<file path="config.mk">
export PLATFORM = sky130hd
export DESIGN_NAME = arm_mc_controller
export DESIGN_NICKNAME = d
export VERILOG_FILES = /design/src/rtl/arm_ctrl_pkg.sv /design/src/rtl/arm_cond_check.sv /design/src/rtl/arm_mc_controller.sv
export SDC_FILE = /design/constraint.sdc
export NUM_CORES = 1
export LEC_CHECK = 0
export CAP_MARGIN = 0
export CORE_UTILIZATION = 39
export CTS_CLUSTER_DIAMETER = 40
export DETAILED_ROUTE_END_ITERATION = 10
export GPL_TIMING_DRIVEN = 0
export PLACE_DENSITY_LB_ADDON = 0.15
export SYNTH_ARGS = -nofsm -noshare
export SYNTH_HDL_FRONTEND = slang
export SYNTH_SLANG_ARGS = --single-unit
</file>
<file path="constraint.sdc">
create_clock -name clk -period 5 [get_ports clk]
set_input_delay 1 -clock clk [delete_from_list [all_inputs] [get_ports clk]]
set_output_delay 1 -clock clk [all_outputs]
set_load 0.05 [all_outputs]
</file>
<file path="src/rtl/arm_ctrl_pkg.sv">
// Shared types and encodings for the multicycle ARM controller.
// Optional CMP support is selected with the ARM_CTRL_CMP_EN macro.
package arm_ctrl_pkg;

    typedef enum logic [3:0] {
        StFetch,
        StDecode,
        StMemAdr,
        StMemRead,
        StMemWb,
        StMemWrite,
        StExecR,
        StExecI,
        StAluWb,
        StBranch
    } state_e;

    localparam logic [1:0] AluAdd = 2'b00;
    localparam logic [1:0] AluSub = 2'b01;
    localparam logic [1:0] AluAnd = 2'b10;
    localparam logic [1:0] AluOrr = 2'b11;

    localparam logic [3:0] CmdAdd = 4'b0100;
    localparam logic [3:0] CmdSub = 4'b0010;
    localparam logic [3:0] CmdAnd = 4'b0000;
    localparam logic [3:0] CmdOrr = 4'b1100;
    localparam logic [3:0] CmdCmp = 4'b1010;

    localparam logic [1:0] SrcBRd2  = 2'b00;
    localparam logic [1:0] SrcBImm  = 2'b01;
    localparam logic [1:0] SrcBFour = 2'b10;

    localparam logic [1:0] ResAluOut    = 2'b00;
    localparam logic [1:0] ResData      = 2'b01;
    localparam logic [1:0] ResAluResult = 2'b10;

    localparam logic [3:0] CondEq = 4'b0000;
    localparam logic [3:0] CondNe = 4'b0001;
    localparam logic [3:0] CondMi = 4'b0100;
    localparam logic [3:0] CondPl = 4'b0101;
    localparam logic [3:0] CondAl = 4'b1110;

    typedef struct packed {
        logic       supported;
        logic       is_cmp;
        logic [1:0] alu;
    } cmd_dec_t;

    function automatic cmd_dec_t decode_cmd(input logic [3:0] cmd);
        cmd_dec_t d;
        d.supported = 1'b0;
        d.is_cmp    = 1'b0;
        d.alu       = AluAdd;
        case (cmd)
            CmdAdd: begin d.supported = 1'b1; d.alu = AluAdd; end
            CmdSub: begin d.supported = 1'b1; d.alu = AluSub; end
            CmdAnd: begin d.supported = 1'b1; d.alu = AluAnd; end
            CmdOrr: begin d.supported = 1'b1; d.alu = AluOrr; end
            CmdCmp: begin
`ifdef ARM_CTRL_CMP_EN
                d.supported = 1'b1;
                d.is_cmp    = 1'b1;
                d.alu       = AluSub;
`endif
            end
            default: ;
        endcase
        return d;
    endfunction

endpackage

</file>
<file path="src/rtl/arm_cond_check.sv">
// Stored {N,Z} flags and condition-code evaluation.
module arm_cond_check
    import arm_ctrl_pkg::*;
(
    input  logic       clk,
    input  logic       rst_n,
    input  logic [3:0] cond,
    input  logic       flag_we,
    input  logic       aluNeg,
    input  logic       aluZero,
    output logic       condex
);

    logic flag_n_q, flag_z_q;

    always_ff @(posedge clk or negedge rst_n) begin
        if (!rst_n) begin
            flag_n_q <= 1'b0;
            flag_z_q <= 1'b0;
        end else if (flag_we) begin
            flag_n_q <= aluNeg;
            flag_z_q <= aluZero;
        end
    end

    always_comb begin
        condex = 1'b0;
        case (cond)
            CondEq:  condex = flag_z_q;
            CondNe:  condex = !flag_z_q;
            CondMi:  condex = flag_n_q;
            CondPl:  condex = !flag_n_q;
            CondAl:  condex = 1'b1;
            default: condex = 1'b0;
        endcase
    end

endmodule

</file>
<file path="src/rtl/arm_mc_controller.sv">
// Multicycle ARM control FSM with conditional execution.
// Define ARM_CTRL_CMP_EN to support CMP (flag-only compare, skips ALUWB).
module arm_mc_controller
    import arm_ctrl_pkg::*;
(
    input  logic        clk,
    input  logic        rst_n,
    input  logic [11:0] Instr,
    input  logic        aluZero,
    input  logic        aluNeg,
    output logic        PCWrite,
    output logic        MemWrite,
    output logic        RegWrite,
    output logic        IRWrite,
    output logic        AdrSrc,
    output logic        ALUSrcA,
    output logic [1:0]  ALUSrcB,
    output logic [1:0]  ResultSrc,
    output logic [1:0]  ImmSrc,
    output logic [1:0]  RegSrc,
    output logic [1:0]  aluCtrl
);

    state_e   state_q, state_d;
    logic     condex, flag_we, in_exec;
    cmd_dec_t dec;

    wire [3:0] cond     = Instr[11:8];
    wire [1:0] op       = Instr[7:6];
    wire       imm_flag = Instr[5];
    wire       lsb      = Instr[0];   // S for data-processing, L for memory

    assign dec     = decode_cmd(Instr[4:1]);
    assign in_exec = (state_q == StExecR) || (state_q == StExecI);
    assign flag_we = in_exec && condex && dec.supported && (lsb || dec.is_cmp);

    arm_cond_check u_cond_check (
        .clk     (clk),
        .rst_n   (rst_n),
        .cond    (cond),
        .flag_we (flag_we),
        .aluNeg  (aluNeg),
        .aluZero (aluZero),
        .condex  (condex)
    );

    always_ff @(posedge clk or negedge rst_n) begin
        if (!rst_n) state_q <= StFetch;
        else        state_q <= state_d;
    end

    always_comb begin
        state_d = state_q;
        case (state_q)
            StFetch:  state_d = StDecode;
            StDecode: begin
                case (op)
                    2'b01:   state_d = StMemAdr;
                    2'b00:   state_d = imm_flag ? StExecI : StExecR;
                    2'b10:   state_d = StBranch;
                    default: state_d = StFetch;
                endcase
            end
            StMemAdr:         state_d = lsb ? StMemRead : StMemWrite;
            StMemRead:        state_d = StMemWb;
            StExecR, StExecI: state_d = dec.is_cmp ? StFetch : StAluWb;
            default:          state_d = StFetch;
        endcase
    end

    always_comb begin
        PCWrite   = 1'b0;
        MemWrite  = 1'b0;
        RegWrite  = 1'b0;
        IRWrite   = 1'b0;
        AdrSrc    = 1'b0;
        ALUSrcA   = 1'b0;
        ALUSrcB   = SrcBRd2;
        ResultSrc = ResAluOut;
        aluCtrl   = AluAdd;
        ImmSrc    = op;
        RegSrc    = {op == 2'b01, op == 2'b10};
        case (state_q)
            StFetch: begin
                IRWrite   = 1'b1;
                ALUSrcA   = 1'b1;
                ALUSrcB   = SrcBFour;
                ResultSrc = ResAluResult;
                PCWrite   = 1'b1;
            end
            StDecode: begin
                ALUSrcA   = 1'b1;
                ALUSrcB   = SrcBFour;
                ResultSrc = ResAluResult;
            end
            StMemAdr:   ALUSrcB = SrcBImm;
            StMemRead:  AdrSrc  = 1'b1;
            StMemWb: begin
                ResultSrc = ResData;
                RegWrite  = condex;
            end
            StMemWrite: begin
                AdrSrc   = 1'b1;
                MemWrite = condex;
            end
            StExecR:    aluCtrl = dec.alu;
            StExecI: begin
                ALUSrcB = SrcBImm;
                aluCtrl = dec.alu;
            end
            StAluWb:    RegWrite = condex && dec.supported;
            StBranch: begin
                ALUSrcB   = SrcBImm;
                ResultSrc = ResAluResult;
                PCWrite   = condex;
            end
            default: ;
        endcase
        // Reset holds FETCH decode but must not commit PC or IR.
        PCWrite = PCWrite & rst_n;
        IRWrite = IRWrite & rst_n;
    end

endmodule

</file>
==> results.txt <==
- The run finished with clean final reports.
* Critical Setup Path Class: primary input to output pin
- Clock net sink count: 6
- Synthesis produced a netlist whose cell count is around 70.
- Final HPWL from detailed placement: around 1.1 mm
- Critical path, cell by cell: clkdlybuf4s50_1, mux2i_1, mux2i_2, and2_1, nor3_1, clkdlybuf4s50_1
* Top metal layer carrying routed signals: met3
- In this run the worst path has a maximum fanout of 3.
- In the post-synthesis netlist, the biggest area contributors are dfrtp_1, nor3_1, nor2_1.
- Area used by sequential logic in the layout: approximately 150 um2
- Distinct cell type count of the synthesized netlist: 30
* CP peak stage delay: around 0.84 ns
- Area grow syn2layout: 63.7%
* Post-Synthesis Mean Instance Area: ~8.0 um2
* Post-Layout Inst Area: about 900 um2
* Post-detailed-route via-to-cell ratio: 5.19
* Critical path arrival: ~3.1 ns
* Met3 Wirelength: around 59 um
- IO buf count: 31
- In this run the number of H-tree levels came out at 1.
* Number of enable flip-flop cells after synthesis: 0
* Global router's overall resource usage: around a fifth
- The clock period could shrink to around 4.1 ns.
- Number of standard-cell rows in the floorplan: 13
- The first detailed-routing pass ran for 4 iterations.
* Multi-input combinational cell area: approximately 370 um2
- Adding up every negative setup slack in the final design gives 0 ns.
- Max Clk Rate: ~240 MHz
- Kind of cell with the highest combined delay on the critical path: buffers and inverters
* Type of the tightest min-delay check: flip-flop to flip-flop
* Primary flip-flop cell chosen by synthesis mapping: dfrtp_1
- The root buffer cell chosen for the clock tree is clkbuf_4.
* Worst vdd rail ir drop: ~0.31 mV
* Critical Path Slowest Stage Cell: clkdlybuf4s50_1
- The biggest area contributor in the post-synthesis netlist is dfrtp_1.
- In this design, the critical path's most frequently occurring cell is clkdlybuf4s50_1.
- After detailed routing, the number of remaining DRC violations is 0.
- Grt total ovfl: 0
- Once the clock tree was built, the resizer swapped 0 gates to a different size.
- Count of buffering cells on the critical path with inverters included: 2
- Setup bufs post-CTS: 0
- The count of nets left with antenna violations once routing finished came out at 0.
* Wire length of the first global-routing pass: ~2.2 mm
- The share of the Yosys chip area taken by registers is a little over a quarter.
* Die Height: just under 40 um
- Counting flops with an async set or reset pin after synthesis yields a share of 100%.
* Initial antenna violation count: 0
- The tool flagged a number of max-cap violations equal to 0.
- Area of the die: 1570 um2
* Source-to-sink clock delay at the later pin of the worst-skew pair: between 0.2 and 0.25 ns
* Fillcell total: 125
* Synth Register Bits: 6
* Max-Slew Margin vs Limit: between 60% and 70%
- Total clock buffers created by CTS: 3
- Count of boundary I/O pins: 32
* Number of global-route vias before repair: approximately 540
* Final setup skew: about 0.0018 ns
- Clk slew on worst S/H paths: around 0.050 ns
* Number of buffers inserted for hold repair after clock tree synthesis: 0
* Net count after synthesis: 85
- The top cell type by area accounts for 27.2% of the synthesized area.
- After detailed routing, the average wire length per cell comes to 11.7 um.
* Detailed-routing wirelength on met1: between 500 and 600 um
- During synthesis, Yosys emitted a total of 0 warnings.
* Routed via count: 612
- Top cell types by occurrence after synthesis: nor2_1, nor3_1, dfrtp_1, nand2_1, o21ai_0
- Entering global routing, the biggest net connects 11 pins.
- Placeable core area: between 1000 and 1500 um2
* Post-placement cell area: a little under 900 um2
- Final max-slew violation count: 0
* Width of the die: between 30 and 40 um
- Count of endpoints failing hold in the final timing report: 0
* Post-layout nets: 121
* RSZ-0062 raised after global routing: false
* Starting DRT DRC Count: 11
* Required time of the critical path: ~4 ns
- STA classifies the critical path startpoint as a primary input.
* Length of routed met2 wiring: 727 um
- The post-route netlist has about an eighth of its cells at a drive strength greater than 1.
- No sink is reached through more buffers than the 2 on the longest clock path.
* Power density normalized to cell area: around 540 nW/um2
* Most numerous cell in the Yosys netlist: nor2_1
- Count of antenna diodes in the layout: 0
* Share of the clock period used by the worst path after layout: between 80% and 90%
- TritonCTS built the clock tree.
- Effective utilization at floorplan: 42.4%
* Count of endpoints failing setup in the final report: 0
- Syn Std Cell Area: between 500 and 600 um2
* Gpl congestion: about 0.77
* Sum of routed wire length over all layers: 1.38 mm
- Actual slew at the worst max-slew pin: approximately 0.5 ns
* Static power due to leakage: roughly 0.38 nW
- Critical path endpoint category: output pin
## layer usage
layer  global-route usage (%)  vias up
met5                        0        -
li1                         -      313
met1                     23.3      282
met4                     5.17        0
met2                     40.2       17
met3                     5.11        0
## stage by stage
step           worst slack [ns]  util, %  cells  power, mW  hold slack [ns]
4_1_cts                   0.866     69.4    118      0.488            0.487
3_5_place_dp              0.871     67.7    115      0.442            0.476
3_3_place_gp              0.913     67.7    115      0.435            0.469
2_1_floorplan              1.38        -     69      0.327            0.457
5_1_grt                   0.733     69.4    118      0.515            0.530
6_report                  0.869     69.4    118      0.484            0.482
## state kept, by name, summed over array words and instances, names as in the netlist
register and cells:
state_q 4, u_cond_check.flag_n_q 1, u_cond_check.flag_z_q 1
## cells by family after synthesis
logic type / Yosys count / synth area share (%)
flops: 6 / 27.2
mux: 5 / 11.1
buf+inv: 7 / 6.58
compound gates: 13 / 15.0
xor+xnor: 1 / 1.59
simple gates: 37 / 38.5
## final cells by class
class,count,share of cell area (%)
multi-input cells,56,40.4
repair buffers,31,34.3
flip-flops and latches,6,16.6
plain buffers,6,3.60
clock buffers,3,2.49
well taps,15,2.08
inverters,1,0.416
## cells in the final DEF, fill, tap and decap left out, types with 3 or more instances in the layout
cell,netlist,routed
clkdlybuf4s50_1,0,31
nor3_1,7,7
o21ai_0,5,5
nor2b_1,3,3
clkbuf_4,0,3
a21boi_0,3,3
nand2_1,6,6
nand2b_1,4,4
nor2_1,8,8
dfrtp_1,6,6
## where the power goes
group / total, mW / internal, mW / switching, mW / leakage (nW)
logic: 0.366 / 0.128 / 0.238 / 0.284
clock network: 0.0452 / 0.0272 / 0.0180 / 0.0138
registers: 0.0730 / 0.0633 / 0.00972 / 0.0794
total: 0.484 / 0.219 / 0.266 / 0.377
## path summary, 6_finish.rpt
path | from | endpoint | slack (ns) | cells past startpoint
hold / removal | u_cond_check.flag_n_q | u_cond_check.flag_n_q | 0.48 | 1
hold reg to reg | u_cond_check.flag_n_q | u_cond_check.flag_n_q | 0.48 | 1
setup / recovery | Instr[10] | MemWrite | 0.87 | 6
min in group asynchronous | rst_n | state_q[3] | 1.03 | 1
max in group asynchronous | rst_n | state_q[2] | 3.73 | 1
setup reg to reg | state_q[3] | u_cond_check.flag_z_q | 3.20 | 5
## worst register-to-register path, stage by stage (launching register included)
cell	delay, ns
dfrtp_1	0.36
buf_2	0.16
nand3b_4	0.19
or4b_4	0.49
a21oi_2	0.15
mux2_1	0.33
(Power assumes the default switching activity.)
